$ cat src/rtl/seg_pkg.sv
// seg_pkg
// Shared constants and types for the seven-segment scan driver.
// Contents:
//   GLYPH_0..GLYPH_F : active-low segment patterns, bit order g..a (bit 0 = a).
//                      'b' and 'd' are lowercase glyphs.
//   SEG_BLANK        : all segments off.
//   NUM_DIGITS       : digit positions per frame (8).
//   IDX_W            : width of the digit index (3).
//   LAST_IDX         : index of the final digit in a frame.
//   snap_t           : frame snapshot of digit data, decimal points and blanking.
package seg_pkg;

  localparam logic [6:0] GLYPH_0 = 7'h40;
  localparam logic [6:0] GLYPH_1 = 7'h79;
  localparam logic [6:0] GLYPH_2 = 7'h24;
  localparam logic [6:0] GLYPH_3 = 7'h30;
  localparam logic [6:0] GLYPH_4 = 7'h19;
  localparam logic [6:0] GLYPH_5 = 7'h12;
  localparam logic [6:0] GLYPH_6 = 7'h02;
  localparam logic [6:0] GLYPH_7 = 7'h78;
  localparam logic [6:0] GLYPH_8 = 7'h00;
  localparam logic [6:0] GLYPH_9 = 7'h10;
  localparam logic [6:0] GLYPH_A = 7'h08;
  localparam logic [6:0] GLYPH_B = 7'h03;
  localparam logic [6:0] GLYPH_C = 7'h46;
  localparam logic [6:0] GLYPH_D = 7'h21;
  localparam logic [6:0] GLYPH_E = 7'h06;
  localparam logic [6:0] GLYPH_F = 7'h0E;

  localparam logic [6:0] SEG_BLANK = 7'h7F;

  localparam int NUM_DIGITS = 8;
  localparam int IDX_W      = 3;
  localparam logic [IDX_W-1:0] LAST_IDX = IDX_W'(NUM_DIGITS - 1);

  typedef struct packed {
    logic [4*NUM_DIGITS-1:0] data;
    logic [NUM_DIGITS-1:0]   dp;
    logic [NUM_DIGITS-1:0]   blank;
  } snap_t;

endpackage

$ cat src/rtl/hex7seg_enc.sv
// hex7seg_enc
// Combinational hex nibble to seven-segment encoder, active-low outputs.
// Ports:
//   nibble : 4-bit hex value to display.
//   seg_n  : segments g..a (bit 0 = a), 0 lights a segment.
module hex7seg_enc
  import seg_pkg::*;
(
  input  logic [3:0] nibble,
  output logic [6:0] seg_n
);

  // Straight lookup of the glyph table; every nibble value has a glyph.
  always_comb begin
    seg_n = SEG_BLANK;
    case (nibble)
      4'h0: seg_n = GLYPH_0;
      4'h1: seg_n = GLYPH_1;
      4'h2: seg_n = GLYPH_2;
      4'h3: seg_n = GLYPH_3;
      4'h4: seg_n = GLYPH_4;
      4'h5: seg_n = GLYPH_5;
      4'h6: seg_n = GLYPH_6;
      4'h7: seg_n = GLYPH_7;
      4'h8: seg_n = GLYPH_8;
      4'h9: seg_n = GLYPH_9;
      4'hA: seg_n = GLYPH_A;
      4'hB: seg_n = GLYPH_B;
      4'hC: seg_n = GLYPH_C;
      4'hD: seg_n = GLYPH_D;
      4'hE: seg_n = GLYPH_E;
      4'hF: seg_n = GLYPH_F;
      default: seg_n = SEG_BLANK;
    endcase
  end

endmodule

$ cat src/rtl/seg_scan_driver.sv
// seg_scan_driver
// Time-multiplexed scan driver for an 8-digit seven-segment display feeding a
// 74LS138-style 3-to-8 decoder. Input values are captured once per frame so a
// frame never mixes old and new data.
// Parameters:
//   CLK_DIV : clock cycles per digit slot (>= 2).
//   GUARD   : dark cycles at the start of each slot (1 <= GUARD < CLK_DIV);
//             used only when SEG_SCAN_GHOST_BLANK_EN is defined.
// Ports:
//   clk, rst            : clock and synchronous active-high reset.
//   en                  : scan enable; low freezes the scan and darkens the display.
//   digit_data[31:0]    : nibble i is digit i.
//   dp[7:0], blank[7:0] : per-digit decimal point / blanking, active-high.
//   sel_a[2:0], sel_s1  : decoder address and main enable.
//   sel_s2_n, sel_s3_n  : decoder auxiliary enables, tied active.
//   seg_n[6:0], dp_n    : active-low segment and decimal-point drive.
//   frame_tick          : one-cycle pulse on the first slot of each frame.
// Build option:
//   SEG_SCAN_GHOST_BLANK_EN : hold sel_s1 low for the first GUARD cycles of
//                             every slot to suppress ghosting.
module seg_scan_driver
  import seg_pkg::*;
#(
  parameter int CLK_DIV = 50000,
  parameter int GUARD   = 2
) (
  input  logic                    clk,
  input  logic                    rst,
  input  logic                    en,
  input  logic [4*NUM_DIGITS-1:0] digit_data,
  input  logic [NUM_DIGITS-1:0]   dp,
  input  logic [NUM_DIGITS-1:0]   blank,
  output logic [IDX_W-1:0]        sel_a,
  output logic                    sel_s1,
  output logic                    sel_s2_n,
  output logic                    sel_s3_n,
  output logic [6:0]              seg_n,
  output logic                    dp_n,
  output logic                    frame_tick
);

  localparam int PW = (CLK_DIV > 2) ? $clog2(CLK_DIV) : 1;
  localparam logic [PW-1:0] PMAX    = PW'(CLK_DIV - 1);
  localparam logic [PW-1:0] GUARD_P = PW'(GUARD);

`ifdef SEG_SCAN_GHOST_BLANK_EN
  localparam bit GHOST_EN = 1'b1;
`else
  localparam bit GHOST_EN = 1'b0;
`endif

  logic [PW-1:0]    pcnt;
  logic [IDX_W-1:0] idx;
  snap_t            snap;
  logic             start_pending;

  logic             slot_end;
  logic             start_evt;
  logic [PW-1:0]    next_pcnt;
  logic [IDX_W-1:0] next_idx;
  logic [3:0]       enc_nibble;
  logic             enc_blank;
  logic             enc_dp;
  logic [6:0]       glyph;
  logic             guard_active;

  assign sel_a    = idx;
  assign sel_s2_n = 1'b0;
  assign sel_s3_n = 1'b0;

  assign slot_end  = (pcnt == PMAX);
  assign start_evt = en && (start_pending || (slot_end && (idx == LAST_IDX)));

  // Next slot position plus the digit source for the slot being entered.
  // A start event encodes straight from the live inputs because the snapshot
  // is being loaded on the same edge; everything else reads the snapshot, which
  // also re-encodes the frozen digit when scanning resumes after en drops.
  always_comb begin
    next_pcnt = pcnt + PW'(1);
    next_idx  = idx;
    if (start_evt) begin
      next_pcnt = '0;
      next_idx  = '0;
    end else if (slot_end) begin
      next_pcnt = '0;
      next_idx  = idx + IDX_W'(1);
    end

    enc_nibble = snap.data[{next_idx, 2'b00} +: 4];
    enc_blank  = snap.blank[next_idx];
    enc_dp     = snap.dp[next_idx];
    if (start_evt) begin
      enc_nibble = digit_data[3:0];
      enc_blank  = blank[0];
      enc_dp     = dp[0];
    end
  end

  assign guard_active = GHOST_EN && (next_pcnt < GUARD_P);

  hex7seg_enc u_enc (
    .nibble (enc_nibble),
    .seg_n  (glyph)
  );

  // All scan state and display outputs; address and segment data move on the
  // same edge so a new index is never paired with stale segments.
  always_ff @(posedge clk) begin
    if (rst) begin
      pcnt          <= '0;
      idx           <= '0;
      snap          <= '0;
      start_pending <= 1'b1;
      sel_s1        <= 1'b0;
      seg_n         <= SEG_BLANK;
      dp_n          <= 1'b1;
      frame_tick    <= 1'b0;
    end else if (!en) begin
      sel_s1     <= 1'b0;
      seg_n      <= SEG_BLANK;
      dp_n       <= 1'b1;
      frame_tick <= 1'b0;
    end else begin
      pcnt       <= next_pcnt;
      idx        <= next_idx;
      sel_s1     <= !guard_active;
      seg_n      <= enc_blank ? SEG_BLANK : glyph;
      dp_n       <= enc_blank ? 1'b1 : !enc_dp;
      frame_tick <= start_evt;
      if (start_evt) begin
        snap.data     <= digit_data;
        snap.dp       <= dp;
        snap.blank    <= blank;
        start_pending <= 1'b0;
      end
    end
  end

endmodule
$ cat config.mk
export PLATFORM = sky130hd
export DESIGN_NAME = seg_scan_driver
export DESIGN_NICKNAME = d
export VERILOG_FILES = /design/src/rtl/seg_pkg.sv /design/src/rtl/hex7seg_enc.sv /design/src/rtl/seg_scan_driver.sv
export SDC_FILE = /design/constraint.sdc
export NUM_CORES = 1
export LEC_CHECK = 0
export ABC_CLOCK_PERIOD_IN_PS = 10300
export BUFFER_PORTS_ARGS = -buffer_cell sky130_fd_sc_hd__buf_2
export CAP_MARGIN = 20
export CORE_MARGIN = 4
export CORE_UTILIZATION = 45
export DETAILED_ROUTE_END_ITERATION = 10
export PLACE_DENSITY = 0.65
export SYNTH_ARGS = -nofsm -noshare
export SYNTH_HDL_FRONTEND = slang
export SYNTH_SLANG_ARGS = --single-unit
export TNS_END_PERCENT = 20
$ cat constraint.sdc
create_clock -name clk -period 10.3 [get_ports clk]
set_input_delay 0.515 -clock clk [delete_from_list [all_inputs] [get_ports clk]]
set_output_delay 0.515 -clock clk [all_outputs]
set_load 0.03 [all_outputs]
==> flow_metrics.env <==
export IMPL_clkTransAtPathRegs_ps=90
export IMPL_finalSetupViolations=0
export IMPL_rsz0062_at_grt="false"
export IMPL_r2r_slack_ps=6010
export IMPL_seq_area_um2=1560
export IMPL_die_area_um2=10400
export IMPL_grt_overflow=0
export IMPL_synthCells=506
export IMPL_grt_pass1_wl_um=16800
export IMPL_ant_nets=0
export IMPL_synth_largest_area_cell="dfxtp_1"
export IMPL_portBuffers=63
export IMPL_root_buffer="clkbuf_8"
export IMPL_die_y_um=102
export IMPL_hold_viol_final=0
export IMPL_p_per_area_nw_per_um2=141
export IMPL_ys_warn_count=0
export IMPL_synth_async_sr_flop_share_pct=0
export IMPL_first_pass_iters=4
export IMPL_avgSynthCellArea_um2=7.85
export IMPL_worstMarginPinSlew_ps=1080
export IMPL_num_vias=3698
export IMPL_hold_depth=3
export IMPL_ios=66
export IMPL_r2r_cells=12
export IMPL_initial_utilization_pct=46.0
export IMPL_worstHoldStart="blank[4]"
export IMPL_nNetsFinal=613
export IMPL_placedCellCount=650
export IMPL_drive_gt1_share_pct=17.7
export IMPL_syn_area_um2=3970
export IMPL_crit_required_ps=10580
export IMPL_dieWidth_um=102
export IMPL_r2r_end="seg_n[3]$_SDFF_PP1_"
export IMPL_ys_seq_area_share_pct=39.3
export IMPL_cts_max_level=3
export IMPL_area_growth_pct=14.4
export IMPL_period_share_pct=41.6
export IMPL_drtIter0Drc=215
export IMPL_period_needed_ps=4290
export IMPL_grt_busiest_layer="met2"
export IMPL_place_ws_ps=6080
export IMPL_r2r_start="pcnt[4]$_SDFFE_PP0P_"
export IMPL_slew_headroom_pct=27.1
export IMPL_final_setup_tns_ps=0
export IMPL_fin_skew_ps=9.67
export IMPL_coreArea_um2=8640
export IMPL_antenna_found_initial=0
export IMPL_crit_type="reg -> reg"
export IMPL_layout_commonest_cell="nand2_1"
export IMPL_synth_edf_count=0
export IMPL_insertion_delay_ps=350
export IMPL_dp_hpwl_um=7220
export IMPL_final_cell_mix="nand2_1 (121), dfxtp_1 (78), buf_2 (63), a21oi_1 (61), nor2_1 (38)"
export IMPL_max_cap_viol_count=0
export IMPL_synth_main_ff_cell="dfxtp_1"
export IMPL_gp_congestion=0.962
export IMPL_met3_usage_pct=4.30
export IMPL_grt_max_degree=65
export IMPL_rows=34
export IMPL_cts_tree="done"
export IMPL_synth_ff_latch_count=78
export IMPL_peakVddDrop_mv=0.0933
export IMPL_cp_arrival_ps=4570
export IMPL_met1_usage_pct=27.7
export IMPL_multi_input_area_um2=2280
export IMPL_cp_end_kind="flop"
export IMPL_crit_fanout=18
export IMPL_cts_setup_buffers=0
export IMPL_grt_usage_pct=20.4
export IMPL_numCtsBuffers=9
export IMPL_clockBufferDepth=2
export IMPL_cts_sinks=78
export IMPL_grt_pass1_vias=3333
export IMPL_yosys_cell_types_count=60
export IMPL_outcome="complete, no violations"
export IMPL_routedWlPerCell_um=15.4
export IMPL_fmax_ghz=0.233
export IMPL_routed_via_density=5.55
export IMPL_setup_ws_ps=6010
export IMPL_layout_cells_non_filler=666
export IMPL_postCtsResizedCells=0
export IMPL_drt_wl_total_um=10200
export IMPL_netlist_top_cells_area="dfxtp_1 (39%), nand2_1 (11%), a21oi_1 (7.8%), mux2i_1 (4.3%), nor2_1 (3.6%)"
export IMPL_holdPathEnd="snap[4]$_SDFFE_PP0P_"
export IMPL_drc_errors=0
export IMPL_num_antenna_cells=0
export IMPL_use_met2_pct=31.8
export IMPL_cp_start_kind="flop"
export IMPL_yosys_area_top_type_share_pct=39.3
export IMPL_cts_hold_buf=0
export IMPL_fill_cells=866
export IMPL_leakagePower_nw=1.83
export IMPL_hold_class="in -> reg"
export IMPL_drv_slew=0
power breakdown:
| group | switching [mW] | internal [mW] |
|---|---|---|
| clock network | 0.115 | 0.119 |
| registers | 0.00877 | 0.315 |
| logic | 0.0514 | 0.0299 |
worst max-delay path, cell delays in order, from the launching register on:
cell and delay [ps]:
dfxtp_1 360, or4b_4 560, nor4_4 960, xnor2_1 480, mux2i_1 280, o32ai_1 110, a221o_1 400, o21a_1 170
inv_1 130, ha_1 240, a211oi_1 280, a211oi_1 90, o21ai_0 140
final cells by class:
class                      count  area share (%)
inverter                       7           0.579
tap                          108            2.98
sequential                    78            34.4
clock inverter                 5            1.29
multi-input combinational    391            50.2
timing repair buffer          66            7.44
clock buffer                  11            3.11
cell usage after synthesis, types with 2 or more instances:
library cell / number
buf_1: 2
or2_2: 3
o221ai_1: 3
nor4bb_1: 2
and2_1: 3
nand3_1: 7
nand2b_1: 4
mux2_2: 4
xor2_1: 6
o2111ai_1: 2
o211ai_1: 4
nor3_1: 7
inv_1: 6
nor2_2: 2
and4_1: 3
ha_1: 9
and3_1: 13
a221o_1: 2
dfxtp_1: 78
o21ai_0: 19
buf_4: 3
o21bai_1: 2
a211oi_1: 6
a221oi_1: 2
a31oi_1: 3
nand2_1: 121
xnor2_1: 3
nor3b_1: 5
a22oi_1: 3
a211o_1: 2
or3_1: 3
clkbuf_1: 25
mux2i_1: 17
a21o_1: 3
o21a_1: 2
nor2_1: 38
nand4_1: 5
a21oi_1: 62
metal layers:
metal,wire (um),share of wire [%]
met1,4730,46
met2,4720,46
met3,507,5.0
met4,278,2.7
met5,0,0
sequential cells by signal, indices dropped and copies added, names as in the netlist:
name and cells:
snap 48, pcnt 16, seg_n 7, sel_a 3, dp_n 1, frame_tick 1
sel_s1 1, start_pending 1
cell families (layout without fill, tap and decap cells):
group / Yosys count / count (layout) / synth area share, %
other cells: 1 / 2 / 0.0944
flops: 78 / 78 / 39.3
mux: 21 / 21 / 5.42
xor+xnor: 9 / 9 / 1.98
fa+ha+maj: 9 / 9 / 2.84
buf+inv: 38 / 89 / 3.91
compound gates: 126 / 126 / 20.2
simple gates: 224 / 224 / 26.3
through the flow:
| step | hold WS (ps) | utilization (%) | total power, mW | area [um^2] |
|---|---|---|---|---|
| 3_3_place_gp | 447 | 50.3 | 0.411 | 4340 |
| 4_1_cts | 374 | 52.6 | 0.646 | 4540 |
| 2_1_floorplan | 432 | - | 0.384 | 3980 |
| 3_5_place_dp | 446 | 50.3 | 0.412 | 4340 |
| 6_report | 391 | 52.6 | 0.639 | 4540 |
| 5_1_grt | 382 | 52.6 | 0.671 | 4540 |
worst max-delay path by stage:
stage / to / start / slack, ps / cells past startpoint
floorplan: seg_n[3]$_SDFF_PP1_ / pcnt[4]$_SDFFE_PP0P_ / 6860 / 12
global placement: seg_n[3]$_SDFF_PP1_ / pcnt[4]$_SDFFE_PP0P_ / 6210 / 12
detailed placement: seg_n[3]$_SDFF_PP1_ / pcnt[4]$_SDFFE_PP0P_ / 6080 / 12
CTS: seg_n[3]$_SDFF_PP1_ / pcnt[4]$_SDFFE_PP0P_ / 6040 / 12
global route: seg_n[0]$_SDFF_PP1_ / pcnt[9]$_SDFFE_PP0P_ / 5600 / 15
finish: seg_n[3]$_SDFF_PP1_ / pcnt[4]$_SDFFE_PP0P_ / 6010 / 12
No activity file was read; power rests on OpenSTA's default activity.
